===== src/rtl/serial_comparator_pkg.sv =====
// Shared types for the bit-serial magnitude comparator: FSM state encoding,
// compare result encoding and the decode from result to output flags.
package cmp_pkg;

    typedef enum logic [1:0] {
        IDLE    = 2'd0,
        COMPARE = 2'd1,
        DONE    = 2'd2
    } state_t;

    typedef enum logic [1:0] {
        CMP_LT = 2'd0,
        CMP_EQ = 2'd1,
        CMP_GT = 2'd2
    } cmp_result_t;

    typedef struct packed {
        logic gt;
        logic lt;
        logic eq;
    } cmp_flags_t;

    // One-hot flag decode; an illegal encoding yields no flag at all.
    function automatic cmp_flags_t decode_result(input cmp_result_t res);
        cmp_flags_t f;
        case (res)
            CMP_LT:  f = '{gt: 1'b0, lt: 1'b1, eq: 1'b0};
            CMP_EQ:  f = '{gt: 1'b0, lt: 1'b0, eq: 1'b1};
            CMP_GT:  f = '{gt: 1'b1, lt: 1'b0, eq: 1'b0};
            default: f = '{gt: 1'b0, lt: 1'b0, eq: 1'b0};
        endcase
        return f;
    endfunction

endpackage


===== src/rtl/serial_comparator_if.sv =====
// Request/result bundle of the serial comparator. The master side issues
// start with the operands; the slave side (the comparator) returns status
// and the three result flags.
interface serial_comparator_if #(
    parameter int SIZE = 8
);
    logic            start;
    logic [SIZE-1:0] a;
    logic [SIZE-1:0] b;
    logic            busy;
    logic            done;
    logic            a_gt_b;
    logic            a_lt_b;
    logic            a_eq_b;

    modport master (
        output start, a, b,
        input  busy, done, a_gt_b, a_lt_b, a_eq_b
    );

    modport slave (
        input  start, a, b,
        output busy, done, a_gt_b, a_lt_b, a_eq_b
    );
endinterface


===== src/rtl/serial_comparator.sv =====
// Bit-serial unsigned magnitude comparator, MSB first, one bit per clock.
// Operands are captured on an accepted start (IDLE or DONE); the result
// flags are published together with a one-cycle done strobe.
// Build option: CMP_EARLY_EXIT_EN -- when defined, COMPARE stops at the first
// differing bit; otherwise every compare takes SIZE bit cycles (constant time)
// and only the highest difference is remembered.
module serial_comparator
    import cmp_pkg::*;
#(
    parameter int SIZE = 8
) (
    input  logic               clk,
    input  logic               rst,
    serial_comparator_if.slave bus
);

    localparam int K_W = $clog2(SIZE);
    localparam logic [K_W-1:0] K_TOP  = K_W'(SIZE - 1);
    localparam logic [K_W-1:0] K_ZERO = {K_W{1'b0}};
    localparam logic [K_W-1:0] K_ONE  = {{(K_W-1){1'b0}}, 1'b1};

    state_t          state_r;
    logic [SIZE-1:0] ra_r;
    logic [SIZE-1:0] rb_r;
    logic [K_W-1:0]  k_r;
    logic            diff_r;     // a difference has already been seen
    logic            gt_r;       // A's bit at that first difference
    logic            busy_r;
    logic            done_r;
    cmp_flags_t      flags_r;

    logic            bit_diff_s;
    logic            last_bit_s;
    logic            term_s;
    logic            accept_s;
    cmp_result_t     result_s;

    // Per-bit compare, termination decision and the result it would publish.
    always_comb begin
        bit_diff_s = ra_r[k_r] ^ rb_r[k_r];
        last_bit_s = (k_r == K_ZERO);
`ifdef CMP_EARLY_EXIT_EN
        term_s     = bit_diff_s | last_bit_s;
`else
        term_s     = last_bit_s;
`endif
        // The highest difference wins: an earlier latched one takes priority
        // over the bit under test.
        if (diff_r) begin
            result_s = gt_r ? CMP_GT : CMP_LT;
        end else if (bit_diff_s) begin
            result_s = ra_r[k_r] ? CMP_GT : CMP_LT;
        end else begin
            result_s = CMP_EQ;
        end
        accept_s = bus.start && ((state_r == IDLE) || (state_r == DONE));
    end

    // Sequencer: operand capture, bit walk, difference latch and result publish.
    always_ff @(posedge clk or posedge rst) begin
        if (rst) begin
            state_r <= IDLE;
            ra_r    <= {SIZE{1'b0}};
            rb_r    <= {SIZE{1'b0}};
            k_r     <= K_ZERO;
            diff_r  <= 1'b0;
            gt_r    <= 1'b0;
            busy_r  <= 1'b0;
            done_r  <= 1'b0;
            flags_r <= '{gt: 1'b0, lt: 1'b0, eq: 1'b0};
        end else begin
            case (state_r)
                IDLE, DONE: begin
                    done_r <= 1'b0;
                    if (accept_s) begin
                        ra_r    <= bus.a;
                        rb_r    <= bus.b;
                        k_r     <= K_TOP;
                        diff_r  <= 1'b0;
                        gt_r    <= 1'b0;
                        flags_r <= '{gt: 1'b0, lt: 1'b0, eq: 1'b0};
                        busy_r  <= 1'b1;
                        state_r <= COMPARE;
                    end else begin
                        // Flags are left untouched so the last result stays visible.
                        busy_r  <= 1'b0;
                        state_r <= IDLE;
                    end
                end
                COMPARE: begin
                    if (bit_diff_s && !diff_r) begin
                        diff_r <= 1'b1;
                        gt_r   <= ra_r[k_r];
                    end
                    if (term_s) begin
                        flags_r <= decode_result(result_s);
                        busy_r  <= 1'b0;
                        done_r  <= 1'b1;
                        state_r <= DONE;
                    end else begin
                        k_r     <= k_r - K_ONE;
                    end
                end
                default: begin
                    busy_r  <= 1'b0;
                    done_r  <= 1'b0;
                    state_r <= IDLE;
                end
            endcase
        end
    end

    assign bus.busy   = busy_r;
    assign bus.done   = done_r;
    assign bus.a_gt_b = flags_r.gt;
    assign bus.a_lt_b = flags_r.lt;
    assign bus.a_eq_b = flags_r.eq;

endmodule


===== src/flat_wrapper.sv =====
// flat-port wrapper written by rule: the top's interface ports become plain ports
module serial_comparator_flat import cmp_pkg::*;
#(
    parameter int SIZE = 8
)
  (clk, rst, bus_start, bus_a, bus_b, bus_busy, bus_done, bus_a_gt_b, bus_a_lt_b, bus_a_eq_b);
  serial_comparator_if #(.SIZE(SIZE)) bus_i ();
  input  logic clk;
  input  logic rst;
  input wire logic [$bits(bus_i.start)-1:0] bus_start;
  input wire logic [$bits(bus_i.a)-1:0] bus_a;
  input wire logic [$bits(bus_i.b)-1:0] bus_b;
  output wire logic [$bits(bus_i.busy)-1:0] bus_busy;
  output wire logic [$bits(bus_i.done)-1:0] bus_done;
  output wire logic [$bits(bus_i.a_gt_b)-1:0] bus_a_gt_b;
  output wire logic [$bits(bus_i.a_lt_b)-1:0] bus_a_lt_b;
  output wire logic [$bits(bus_i.a_eq_b)-1:0] bus_a_eq_b;
  assign bus_i.start = bus_start;
  assign bus_i.a = bus_a;
  assign bus_i.b = bus_b;
  assign bus_busy = bus_i.busy;
  assign bus_done = bus_i.done;
  assign bus_a_gt_b = bus_i.a_gt_b;
  assign bus_a_lt_b = bus_i.a_lt_b;
  assign bus_a_eq_b = bus_i.a_eq_b;
  serial_comparator #(.SIZE(SIZE)) u_core (.clk(clk), .rst(rst), .bus(bus_i));
endmodule

===== config.mk =====
export PLATFORM = sky130hd
export DESIGN_NAME = serial_comparator_flat
export DESIGN_NICKNAME = d
export VERILOG_FILES = /design/src/rtl/serial_comparator_pkg.sv /design/src/rtl/serial_comparator_if.sv /design/src/rtl/serial_comparator.sv /design/src/flat_wrapper.sv
export SDC_FILE = /design/constraint.sdc
export NUM_CORES = 1
export LEC_CHECK = 0
export CORE_ASPECT_RATIO = 1.75
export CORE_MARGIN = 5
export CORE_UTILIZATION = 47
export CTS_CLUSTER_DIAMETER = 40
export DETAILED_ROUTE_END_ITERATION = 7
export PLACE_DENSITY = 0.73
export SLEW_MARGIN = 40
export SYNTH_ARGS = -nofsm -noshare
export SYNTH_HDL_FRONTEND = slang
export SYNTH_SLANG_ARGS = --single-unit

===== constraint.sdc =====
create_clock -name clk -period 2.9 [get_ports clk]
set_input_delay 0.29 -clock clk [delete_from_list [all_inputs] [get_ports clk]]
set_output_delay 0.29 -clock clk [all_outputs]
set_load 0.02 [all_outputs]

==> impl_metrics.yaml <==
sta:
  fin_crit_ps: 2220
  tightest_slew_ps: 707
  fmax_mhz: 451
  slew_headroom_pct: 52.9
  timing_hold_violations_final: 0
  layout_setup_ws_ps: 681
  fin_crit_sh_pct: 76.5
  drv_slew: 0
  setup_violations: 0
  setup_tns_ps: 0
  fin_skew_ps: 2.82
  rsz0062_at_grt: "false"
final_layout:
  antenna_cells: 0
  area_growth_pct: 23.8
  fin_util_pct: 60.9
  fin_nets: 169
  drive_gt1_share_pct: 6.85
  layout_common_cells: "nand2_1 (51), dfrtp_1 (26), clkdlybuf4s50_1 (23)"
  fill_cells: 237
  final_common_cell: "nand2_1"
detailed_routing:
  routed_wl_mm: 2.34
  vias_per_cell: 5.13
  first_pass_iters: 4
  wl_per_cell_um: 13.6
  first_iter_violations: 16
  route.detailed.drc: 0
  vias: 882
  detail-route-antenna-nets: 0
worst_setup_path:
  crit_fanout: 9
  critPathKind: "flop to flop"
  critPathCaptureType: "flop"
  cp-start-kind: "flop"
  worstPathArrival_ps: 2370
  crit_required_ps: 3050
cts:
  cts-root-buf: "clkbuf_8"
  cts_tree: "built"
  cts_setup_buffers: 0
  cts-htree-levels: 1
  postCtsResizedCells: 0
  numCtsBuffers: 3
  clkTransAtPathRegs_ps: 80
  clk_latency_ps: 260
  hold_buffers: 0
  cts_buffer_depth: 2
  cts.sinks: 26
placed_design:
  place_hpwl_mm: 1.82
  io_buffer_count: 23
  dp_slack_ps: 690
  gp_congestion: 0.740
global_routing:
  grt-ovfl-total: 0
  grt_util_all_layers_pct: 13.1
  grt_pass1_wl_mm: 3.94
  grt_pass1_vias: 916
  grt_max_degree: 27
  antenna_found_initial: 0
synth:
  syn_avg_cell_area_um2: 10.1
  synthDistinctLibCells: 22
  syn_inst: 123
  yosys_register_bits: 26
  syn-num-nets: 145
  yosys_warnings: 0
  netlist_area_um2: 1240
  synth.yosys.seq_area_share_pct: 52.5
power:
  total_power_mw: 1.61
  peakVddDrop_mv: 0.512
  power.density_nw_per_um2: 1050
  p_leak_nw: 0.779
floorplan:
  die-area_um2: 3810
  coreArea_um2: 2520
  die-height_um: 77.9
  die_w_um: 48.8
  io_pins: 24
  initial_core_util_pct: 49.2
  num_rows: 24
job:
  cap_violations: 0
outcome:
  status: "completed"
worst_hold_path:
  hold_path.class: "input port to asynchronous set/reset pin"
[report_power, final]
part / leakage [nW] / total, mW / switching (mW) / internal, mW
registers: 0.321 / 0.665 / 0.133 / 0.532
clock network: 0.0288 / 0.225 / 0.104 / 0.121
logic: 0.430 / 0.723 / 0.343 / 0.380
[stage by stage]
stage | std cells | area (um^2) | hold WS, ps
floorplan | 123 | 1240 | 330
global placement | 168 | 1480 | 452
detailed placement | 168 | 1480 | 460
CTS | 172 | 1540 | 386
global route | 172 | 1540 | 431
finish | 172 | 1540 | 374
[final timing paths]
path,start,end,slack (ps),cells after the start
setup / recovery,u_core.k_r[0],u_core.bus.a_eq_b,680,6
hold / removal,rst,u_core.ra_r[7],370,2
setup reg to reg,u_core.k_r[0],u_core.bus.a_eq_b,680,6
hold reg to reg,u_core.rb_r[4],u_core.rb_r[4],480,2
max in group asynchronous,rst,u_core.bus.done,2170,2
min in group clk,u_core.rb_r[4],u_core.rb_r[4],480,2
[routing by layer]
layer  track usage (%)  share of wire, %  up-vias  wire, um
met2              25.3                58       16      1350
met1              13.1                38      419       893
met5                 0                 0        -         0
met4              5.66              0.85        0        20
met3              2.30               3.2        2        75
li1                  -                 -      445         -
[kinds of logic after synthesis]
group,Yosys count,share of synthesized area (%)
AO/OA/AOI/OAI,3,1.72
AND/OR/NAND/NOR,65,22.6
flip-flops,26,52.5
buffers and inverters,11,4.24
adder cells (fa/ha/maj),3,3.03
multiplexers,15,15.9
[flip-flops by register name, indices dropped and copies added, names as in the netlist]
signal and flops:
u_core.rb_r 8, u_core.k_r 3, u_core.ra_r 8, u_core.bus.done 1
u_core.bus.a_lt_b 1, u_core.bus.a_gt_b 1, u_core.diff_r 1, u_core.gt_r 1
u_core.bus.busy 1, u_core.bus.a_eq_b 1
[Yosys cell counts]
cell / instances / area share, %
nor2_1: 3 / 0.91
ha_1: 3 / 3.0
nor3_1: 2 / 0.81
o21ai_0: 1 / 0.40
nand2b_1: 2 / 1.0
mux4_2: 1 / 1.8
mux2_2: 2 / 1.8
mux2i_1: 10 / 8.1
a211o_1: 1 / 0.71
a21o_1: 1 / 0.61
buf_1: 1 / 0.30
dfrtp_1: 26 / 52
nor4b_1: 1 / 0.71
and4bb_2: 1 / 1.0
buf_6: 1 / 0.91
mux4_1: 2 / 4.2
inv_1: 6 / 1.8
nor2b_1: 3 / 1.5
nand3b_1: 1 / 0.61
nor3b_1: 1 / 0.61
nand2_1: 51 / 15
buf_2: 3 / 1.2
[cell type report]
class / instances / area [um^2] / area share [%]
sequential: 26 / 651 / 42.4
timing repair buffer: 24 / 238 / 15.5
inverter: 6 / 22.5 / 1.47
multi-input combinational: 86 / 537 / 35.0
tap: 26 / 32.5 / 2.12
clock buffer: 4 / 55.1 / 3.59
[worst max-delay path: stages, from the launching register on]
cell and delay [ps]:
dfrtp_1 560, mux4_1 590, mux2i_1 150, ha_1 250
nor2b_1 150, nor3b_1 140, mux2_2 260
Power figures use the tool's default switching activity.
